### src/rtl/leaf_packet_rx.sv
// leaf_packet_rx: BFT leaf receiver with per-port FWFT FIFOs and credit return; define LEAF_PACKET_RX_DROP_CNT_EN to add a saturating drop_cnt output
module leaf_packet_rx #(
  parameter int PACKET_BITS = 49,
  parameter int PAYLOAD_BITS = 32,
  parameter int NUM_LEAF_BITS = 5,
  parameter int NUM_PORT_BITS = 4,
  parameter int NUM_ADDR_BITS = 7,
  parameter int NUM_IN_PORTS = 1,
  parameter int FIFO_DEPTH_BITS = 2,
  parameter int FREESPACE_UPDATE_SIZE = 64,
  parameter int LEAF_ID = 0
) (
  input  logic                                 clk_400,
  input  logic                                 reset_400,
  input  logic [PACKET_BITS-1:0]               din_leaf_bft2interface,
  output logic [NUM_IN_PORTS*PAYLOAD_BITS-1:0] dout_leaf_interface2user,
  output logic [NUM_IN_PORTS-1:0]              vld_interface2user,
  input  logic [NUM_IN_PORTS-1:0]              ack_user2interface,
  output logic                                 credit_vld,
  output logic [NUM_PORT_BITS-1:0]             credit_port,
  output logic [NUM_IN_PORTS-1:0]              overflow
`ifdef LEAF_PACKET_RX_DROP_CNT_EN
  ,
  output logic [15:0]                          drop_cnt
`endif
);
  localparam int CW = $clog2(FREESPACE_UPDATE_SIZE + 1);
  localparam int AW = FIFO_DEPTH_BITS + 1;
  localparam int PB = PACKET_BITS - 2 - NUM_LEAF_BITS;
  logic [NUM_LEAF_BITS-1:0] pkt_leaf;
  logic [NUM_PORT_BITS-1:0] pkt_port, sel;
  logic [PAYLOAD_BITS-1:0] pkt_data;
  logic pkt_vld, accept, unused_addr;
  logic [NUM_IN_PORTS-1:0] pending, srv, drop;
  assign pkt_vld = din_leaf_bft2interface[PACKET_BITS-1];
  assign pkt_leaf = din_leaf_bft2interface[PACKET_BITS-2 -: NUM_LEAF_BITS];
  assign pkt_port = din_leaf_bft2interface[PB -: NUM_PORT_BITS];
  assign unused_addr = ^din_leaf_bft2interface[PB-NUM_PORT_BITS -: NUM_ADDR_BITS];
  assign pkt_data = din_leaf_bft2interface[PAYLOAD_BITS-1:0];
  assign accept = pkt_vld && pkt_leaf == NUM_LEAF_BITS'(LEAF_ID) && pkt_port != '0
                  && pkt_port <= NUM_PORT_BITS'(NUM_IN_PORTS);
  for (genvar p = 0; p < NUM_IN_PORTS; p++) begin : g_port
    logic [PAYLOAD_BITS-1:0] mem [2**FIFO_DEPTH_BITS];
    logic [AW-1:0] wp, rp;
    logic [CW-1:0] cnt;
    logic [1:0] pend;
    logic ovf, hit, full, pop, push, ev;
    assign hit = accept && pkt_port == NUM_PORT_BITS'(p + 1);
    assign full = (wp ^ rp) == {1'b1, {FIFO_DEPTH_BITS{1'b0}}};
    assign pop = vld_interface2user[p] && ack_user2interface[p];
    assign push = hit && (!full || pop);
    assign ev = pop && cnt == CW'(FREESPACE_UPDATE_SIZE - 1);
    assign drop[p] = hit && full && !pop;
    assign pending[p] = pend != 2'd0;
    assign overflow[p] = ovf;
    assign vld_interface2user[p] = wp != rp;
    assign dout_leaf_interface2user[p*PAYLOAD_BITS +: PAYLOAD_BITS] = mem[rp[FIFO_DEPTH_BITS-1:0]];
    always_ff @(posedge clk_400)
      if (push) mem[wp[FIFO_DEPTH_BITS-1:0]] <= pkt_data;
    always_ff @(posedge clk_400)
      if (reset_400) begin
        wp <= '0;
        rp <= '0;
        cnt <= '0;
        pend <= 2'd0;
        ovf <= 1'b0;
      end else begin
        wp <= wp + AW'(push);
        rp <= rp + AW'(pop);
        cnt <= ev ? '0 : cnt + CW'(pop);
        pend <= (pend == 2'd2 && !srv[p]) ? 2'd2 : pend + 2'(ev) - 2'(srv[p]);
        ovf <= ovf | drop[p];
      end
  end
  assign srv = pending & ~(pending - NUM_IN_PORTS'(1));
  always_comb begin
    sel = '0;
    for (int i = 0; i < NUM_IN_PORTS; i++) sel = srv[i] ? NUM_PORT_BITS'(i + 1) : sel;
  end
  always_ff @(posedge clk_400)
    if (reset_400) begin
      credit_vld <= 1'b0;
      credit_port <= '0;
    end else begin
      credit_vld <= |pending;
      credit_port <= sel;
    end
`ifdef LEAF_PACKET_RX_DROP_CNT_EN
  always_ff @(posedge clk_400)
    if (reset_400) drop_cnt <= '0;
    else if (((pkt_vld && !accept) || |drop) && drop_cnt != 16'hFFFF) drop_cnt <= drop_cnt + 16'd1;
`endif
endmodule

### config.mk
export PLATFORM = sky130hd
export DESIGN_NAME = leaf_packet_rx
export DESIGN_NICKNAME = d
export VERILOG_FILES = /design/src/rtl/leaf_packet_rx.sv
export SDC_FILE = /design/constraint.sdc
export NUM_CORES = 1
export LEC_CHECK = 0
export ABC_AREA = 1
export CAP_MARGIN = 20
export CORE_MARGIN = 2
export CORE_UTILIZATION = 48
export DETAILED_ROUTE_END_ITERATION = 6
export HOLD_SLACK_MARGIN = 0.03
export MAX_ROUTING_LAYER = met4
export PLACE_DENSITY = 0.73
export SLEW_MARGIN = 40
export SYNTH_ARGS = -nofsm -noshare
export SYNTH_HDL_FRONTEND = slang
export SYNTH_SLANG_ARGS = --single-unit
### constraint.sdc
create_clock -name clk_400 -period 2.9 [get_ports clk_400]
set_input_delay 0.725 -clock clk_400 [delete_from_list [all_inputs] [get_ports clk_400]]
set_output_delay 0.725 -clock clk_400 [all_outputs]
set_load 0.02 [all_outputs]
==> flow_summary.yaml, run 1 <==
global_route:
  grt_use_total_pct: 19.46
  grt_remaining_overflow: 0
  grt_pass1_wl_um: 18170
  grt_max_degree: 46
  grt_pass1_vias: 3575
  grt_antenna_before_repair: 0
synthesis:
  synth_warnings: 0
  ys_types: 22
  ys.flop_type: "edfxtp_1"
  yosys.area.top_type: "edfxtp_1"
  synth_area_um2: 5624
  synthTopCellsByArea: "edfxtp_1 68%, nor2_1 6.1%, dfxtp_1 6.1%, o21ai_0 5.8%, o22ai_1 3.6%"
  synth-edff-count: 128
  synth_cells: 433
  yosysMostFrequentCell: "edfxtp_1"
  synth_common_cells: "128 x edfxtp_1, 92 x nor2_1, 65 x o21ai_0"
  synthArstFlopShare_pct: 0
  synth_top_area_share_pct: 68.34
  yosysSeqAreaShare_pct: 74.39
  synth.avg_cell_area_um2: 12.99
  ys_ff_latch: 145
floorplan:
  initial_core_util_pct: 49.25
  fp.dieArea_um2: 12600
  ioPinCount: 91
  core-area_um2: 11420
  row_count: 39
  die_h_um: 112.2
  dieWidth_um: 112.2
clocking:
  clk_path_buf_depth: 2
  cts_buffers: 17
  clock-root-buffer: "clkbuf_16"
  path_clk_slew_ns: 0.05
  htree_levels: 4
  cts_tree: "done"
  cts_setup_buffers: 0
  clock-sinks: 145
  insertion_delay_ns: 0.41
setup_path:
  end_kind: "output port"
  start_kind: "flop"
  slowest_stage: "clkdlybuf4s50_1"
  crit_path_max_fanout: 30
  critPathKind: "reg -> out"
  max_stage_delay_ns: 0.64
  critPathRequiredTime_ns: 2.17
  worstPathCellList: "inv_4, buf_12, nor2_1, o22ai_1, clkdlybuf4s50_1"
  reg2reg_depth: 11
  worstPathArrival_ns: 2.09
detailed_routing:
  wirelength_um: 11300
  dr.pass1.iters: 6
  ant_nets: 0
  drc: 0
  drt_iter0_drc: 268
  via_per_inst: 5.299
  wire_per_inst_um: 16.62
  vias: 3603
finish:
  multi_input_area_um2: 1255
  design_area_um2: 7308
  fill_cells: 845
  layout-drive-gt1-share_pct: 9.870
  finalNetCount: 585
  regArea_um2: 4185
  n_antenna_cell: 0
  syn_to_final_growth_pct: 29.94
power:
  switching_share_pct: 19.51
  switchingPower_mw: 0.8810
  p_comb_share_pct: 4.2
  vdd.ir_drop.worst_mv: 0.3999
  p_int_mw: 3.635
  pwr-share-seq_pct: 50.7
  power_mw: 4.516
  p_leak_nw: 2.613
  pwr-share-clk_pct: 45.0
  p_per_area_nw_per_um2: 617.9
min_path:
  hold_class: "reg -> reg"
  hold_depth: 2
sta:
  hold_viol_final: 0
  slew_violations: 0
  fin_crit_sh_pct: 96.99
  fmax_mhz: 355.5
  finalSetupViolations: 0
  clock_skew_ns: 0.009038
  period_needed_ns: 2.813
  rsz0062_at_grt: "no"
placement:
  place_congestion: 0.7476
  dpl-instance-area_um2: 6718
  port_buffers: 80
  hpwl_um: 6842
job:
  cap_violations: 0
outcome:
  outcome: "finished clean"
-- flip-flops by register name, summed over array words and instances (netlist names) --
signal and cells:
g_port.mem 128, g_port.cnt 7, g_port.rp 3, g_port.wp 3, g_port.pend 2, credit_vld 1
overflow 1
-- logic make-up (layout without fill, tap and decap cells) --
logic type | count (synthesis) | after routing | synth area share, %
fa+ha+maj | 8 | 8 | 1.780
compound gates | 100 | 100 | 9.611
simple gates | 121 | 121 | 8.654
flops | 145 | 145 | 74.39
xor+xnor | 9 | 9 | 1.535
other cells | 1 | 3 | 0.06668
buf+inv | 49 | 151 | 3.960
-- power groups by stage --
stage | registers (mW) | logic, mW | clock network (mW)
global route | 2.29 | 0.212 | 2.15
detailed placement | 2.34 | 0.193 | 0
floorplan | 2.34 | 0.0847 | 0
finish | 2.29 | 0.192 | 2.03
CTS | 2.29 | 0.193 | 2.06
global placement | 2.33 | 0.183 | 0
-- placed cells by master, fill, tap and decap left out, types with 9 or more instances in the layout --
cell	n
edfxtp_1	128
nor2_1	88
clkdlybuf4s50_1	70
o21ai_0	65
o22ai_1	32
inv_1	22
nand2_1	17
clkbuf_16	17
dfxtp_1	16
dlymetal6s2s_1	9
-- final timing paths --
path	start	endpoint	slack, ns
worst max-delay path	g_port[0].rp[0]	dout_leaf_interface2user[12]	0.09
worst min-delay path	overflow	overflow	0.46
worst max register to register	g_port[0].wp[1]	g_port[0].pend[1]	0.83
worst min register to register	overflow	overflow	0.46
-- worst max-delay path, delay by kind of cell (launching register included) --
| kind | cells | cell delay [ns] |
|---|---|---|
| AO/OA/AOI/OAI | 1 | 0.21 |
| buffers and inverters | 3 | 1.04 |
| flip-flops | 1 | 0.35 |
| AND/OR/NAND/NOR | 1 | 0.06 |
-- cell type report --
| class | count | share of cell area (%) |
|---|---|---|
| clock buffer | 19 | 5.924 |
| clock inverter | 12 | 1.626 |
| inverter | 24 | 1.301 |
| multi-input combinational | 241 | 17.17 |
| sequential | 145 | 57.27 |
| tap | 143 | 2.448 |
| timing repair buffer | 96 | 14.26 |
-- per-stage QoR --
stage                     hold slack [ns]  std cells  utilization, %  setup TNS (ns)  setup WS, ns
after floorplan                    0.4546        435               -          -8.210      -0.06483
after global placement             0.4443        649           58.83               0        0.2642
after detailed placement           0.4589        649           58.83               0        0.2257
after CTS                          0.4673        680           63.76               0      0.007758
after global routing               0.4916        680           64.00               0      0.005982
final                              0.4607        680           64.00               0       0.08715
-- layer usage --
| layer | GRT usage, % | vias up | share of wire [%] |
|---|---|---|---|
| met5 | - | - | 0 |
| met4 | 6.911 | 0 | 1.0 |
| met3 | 4.968 | 11 | 4.5 |
| met2 | 31.49 | 95 | 51 |
| met1 | 24.00 | 1764 | 43 |
| li1 | - | 1733 | - |
-- timing repair --
action                     CTS  global route
hold buffers                 0             0
resized for setup            5            10
setup endpoints to repair   20             9
pin swaps                    0             0
(Power assumes the default switching activity.)
==> inputs of run 2 (changes only) <==
- clock period: 2.9 -> 2.55 ns (I/O delays scaled with it)
==> flow_summary.yaml, run 2 (same netlist as run 1, synthesis figures left out) <==
outcome:
  outcome: "finished clean"
sta:
  clock_skew_ns: 0.007430
  fin_ws_ns: 0.1387
  rsz0062_at_grt: "no"
  fin_crit_sh_pct: 94.56
  hold_viol_final: 0
  hold_slack_ns: 0.4489
  slew_violations: 0
  finalSetupViolations: 0
  fmax_mhz: 414.7
  period_needed_ns: 2.411
  fin_tns_setup_ns: 0
global_route:
  grt_max_degree: 33
  grt.met3_usage_pct: 5.562
  globalRouteMet1Util_pct: 23.10
  grt_use_total_pct: 18.63
  grt_remaining_overflow: 0
  grt_pass1_wl_um: 17420
  grt_antenna_before_repair: 0
  grt_pass1_vias: 3495
  busiest_layer: "met2"
  met2_usage_pct: 30.16
detailed_routing:
  vias: 3514
  wire_per_inst_um: 15.55
  wirelength_um: 10640
  drc: 0
  dr.pass1.iters: 4
  via_per_inst: 5.137
  drt_iter0_drc: 218
  ant_nets: 0
finish:
  layout-drive-gt1-share_pct: 11.46
  final_core_util_pct: 63.63
  finalNetCount: 588
  layout_commonest_cell: "edfxtp_1"
  final_cells: 684
  n_antenna_cell: 0
  syn_to_final_growth_pct: 29.19
  largest_reg_flops: 128
  final_cell_mix: "128 x edfxtp_1, 88 x nor2_1, 65 x o21ai_0, 47 x clkdlybuf4s50_1"
clocking:
  cts_setup_buffers: 0
  clock-root-buffer: "clkbuf_16"
  cts_buffers: 17
  clk_path_buf_depth: 2
  path_clk_slew_ns: 0.06
  cts_tree: "done"
  insertion_delay_ns: 0.41
  clock-sinks: 145
  htree_levels: 4
floorplan:
  initial_core_util_pct: 49.25
  fp.dieArea_um2: 12600
  dieWidth_um: 112.2
  row_count: 39
  die_h_um: 112.2
  core-area_um2: 11420
  ioPinCount: 91
setup_path:
  slowest_stage: "dfxtp_2"
  critPathRequiredTime_ns: 1.91
  crit_buf_inv: 2
  worstPathArrival_ns: 1.77
  critPathKind: "reg -> out"
  worstPathCellList: "buf_4, o21ai_0, o22ai_1, dlygate4sd2_1"
  crit_path_max_fanout: 20
  start_kind: "flop"
  max_stage_delay_ns: 0.37
  cp_top_family: "buffers and inverters"
  end_kind: "output port"
placement:
  hpwl_um: 6832
  port_buffers: 80
  place_inst: 652
  pre_cts_ws_ns: 0.03577
  place_congestion: 0.7488
power:
  vdd.ir_drop.worst_mv: 0.7710
  p_leak_nw: 2.592
  p_per_area_nw_per_um2: 690.1
min_path:
  hold_class: "reg -> reg"
job:
  cap_violations: 0
[run 2: cell types whose count changed in the layout (fill, tap and decap cells not counted), moves of 2 or more]
| cell | previous run | this run |
|---|---|---|
| buf_6 | 0 | 2 |
| bufinv_16 | 2 | 0 |
| clkdlybuf4s50_1 | 70 | 47 |
| clkinv_1 | 3 | 1 |
| dlygate4sd2_1 | 1 | 32 |
| dlymetal6s2s_1 | 9 | 0 |
| inv_6 | 0 | 6 |
[run 2: per-layer routing]
| layer | up-vias | routed length [um] | part of all wire, % |
|---|---|---|---|
| met5 | - | 0 | 0 |
| met4 | 0 | 104 | 0.98 |
| met3 | 11 | 634 | 6.0 |
| met2 | 97 | 5349 | 50 |
| met1 | 1664 | 4547 | 43 |
| li1 | 1742 | - | - |
[run 2: path summary, 6_finish.rpt]
check | startpoint | endpoint | slack (ns) | cells after the start
setup reg to reg | g_port[0].rp[1] | g_port[0].pend[1] | 0.55 | 12
hold reg to reg | overflow | overflow | 0.45 | 2
setup / recovery | g_port[0].rp[0] | dout_leaf_interface2user[0] | 0.14 | 4
hold / removal | overflow | overflow | 0.45 | 2
[run 2: power by group]
part | switching [mW] | internal (mW)
logic | 0.102 | 0.115
clock network | 0.938 | 1.25
registers | 0.00735 | 2.60
[run 2: area by class of cell]
| cell class | instances | area [um^2] |
|---|---|---|
| fill | 876 | 4153 |
| tap | 143 | 178.9 |
| clock inverter | 14 | 105.1 |
| clock buffer | 18 | 429.2 |
| sequential | 145 | 4187 |
| multi-input combinational | 241 | 1255 |
| timing repair buffer | 99 | 1018 |
| inverter | 24 | 92.59 |
[run 2: stage by stage]
step                cell area (um^2)  power, mW
global route                    7266      5.177
detailed placement              6765      2.874
finish                          7266      5.014
global placement                6765      2.866
CTS                             7263      5.049
floorplan                       5632      2.760
[run 2: worst reg2reg max path: stages (launching register included)]
cell and delay (ns):
dfxtp_1 0.42, inv_2 0.09, buf_4 0.19, nand2_1 0.07, nand2_1 0.07, nand3_2 0.11, nand3_2 0.11, ha_1 0.29
inv_1 0.04, ha_1 0.18, xnor2_1 0.13, o21ai_0 0.16, a21oi_1 0.05
[run 2: timing repair]
item / CTS / global route
endpoints found under the setup margin: 33 / 6
resized for setup: 35 / 5
hold buffers: 0 / 0
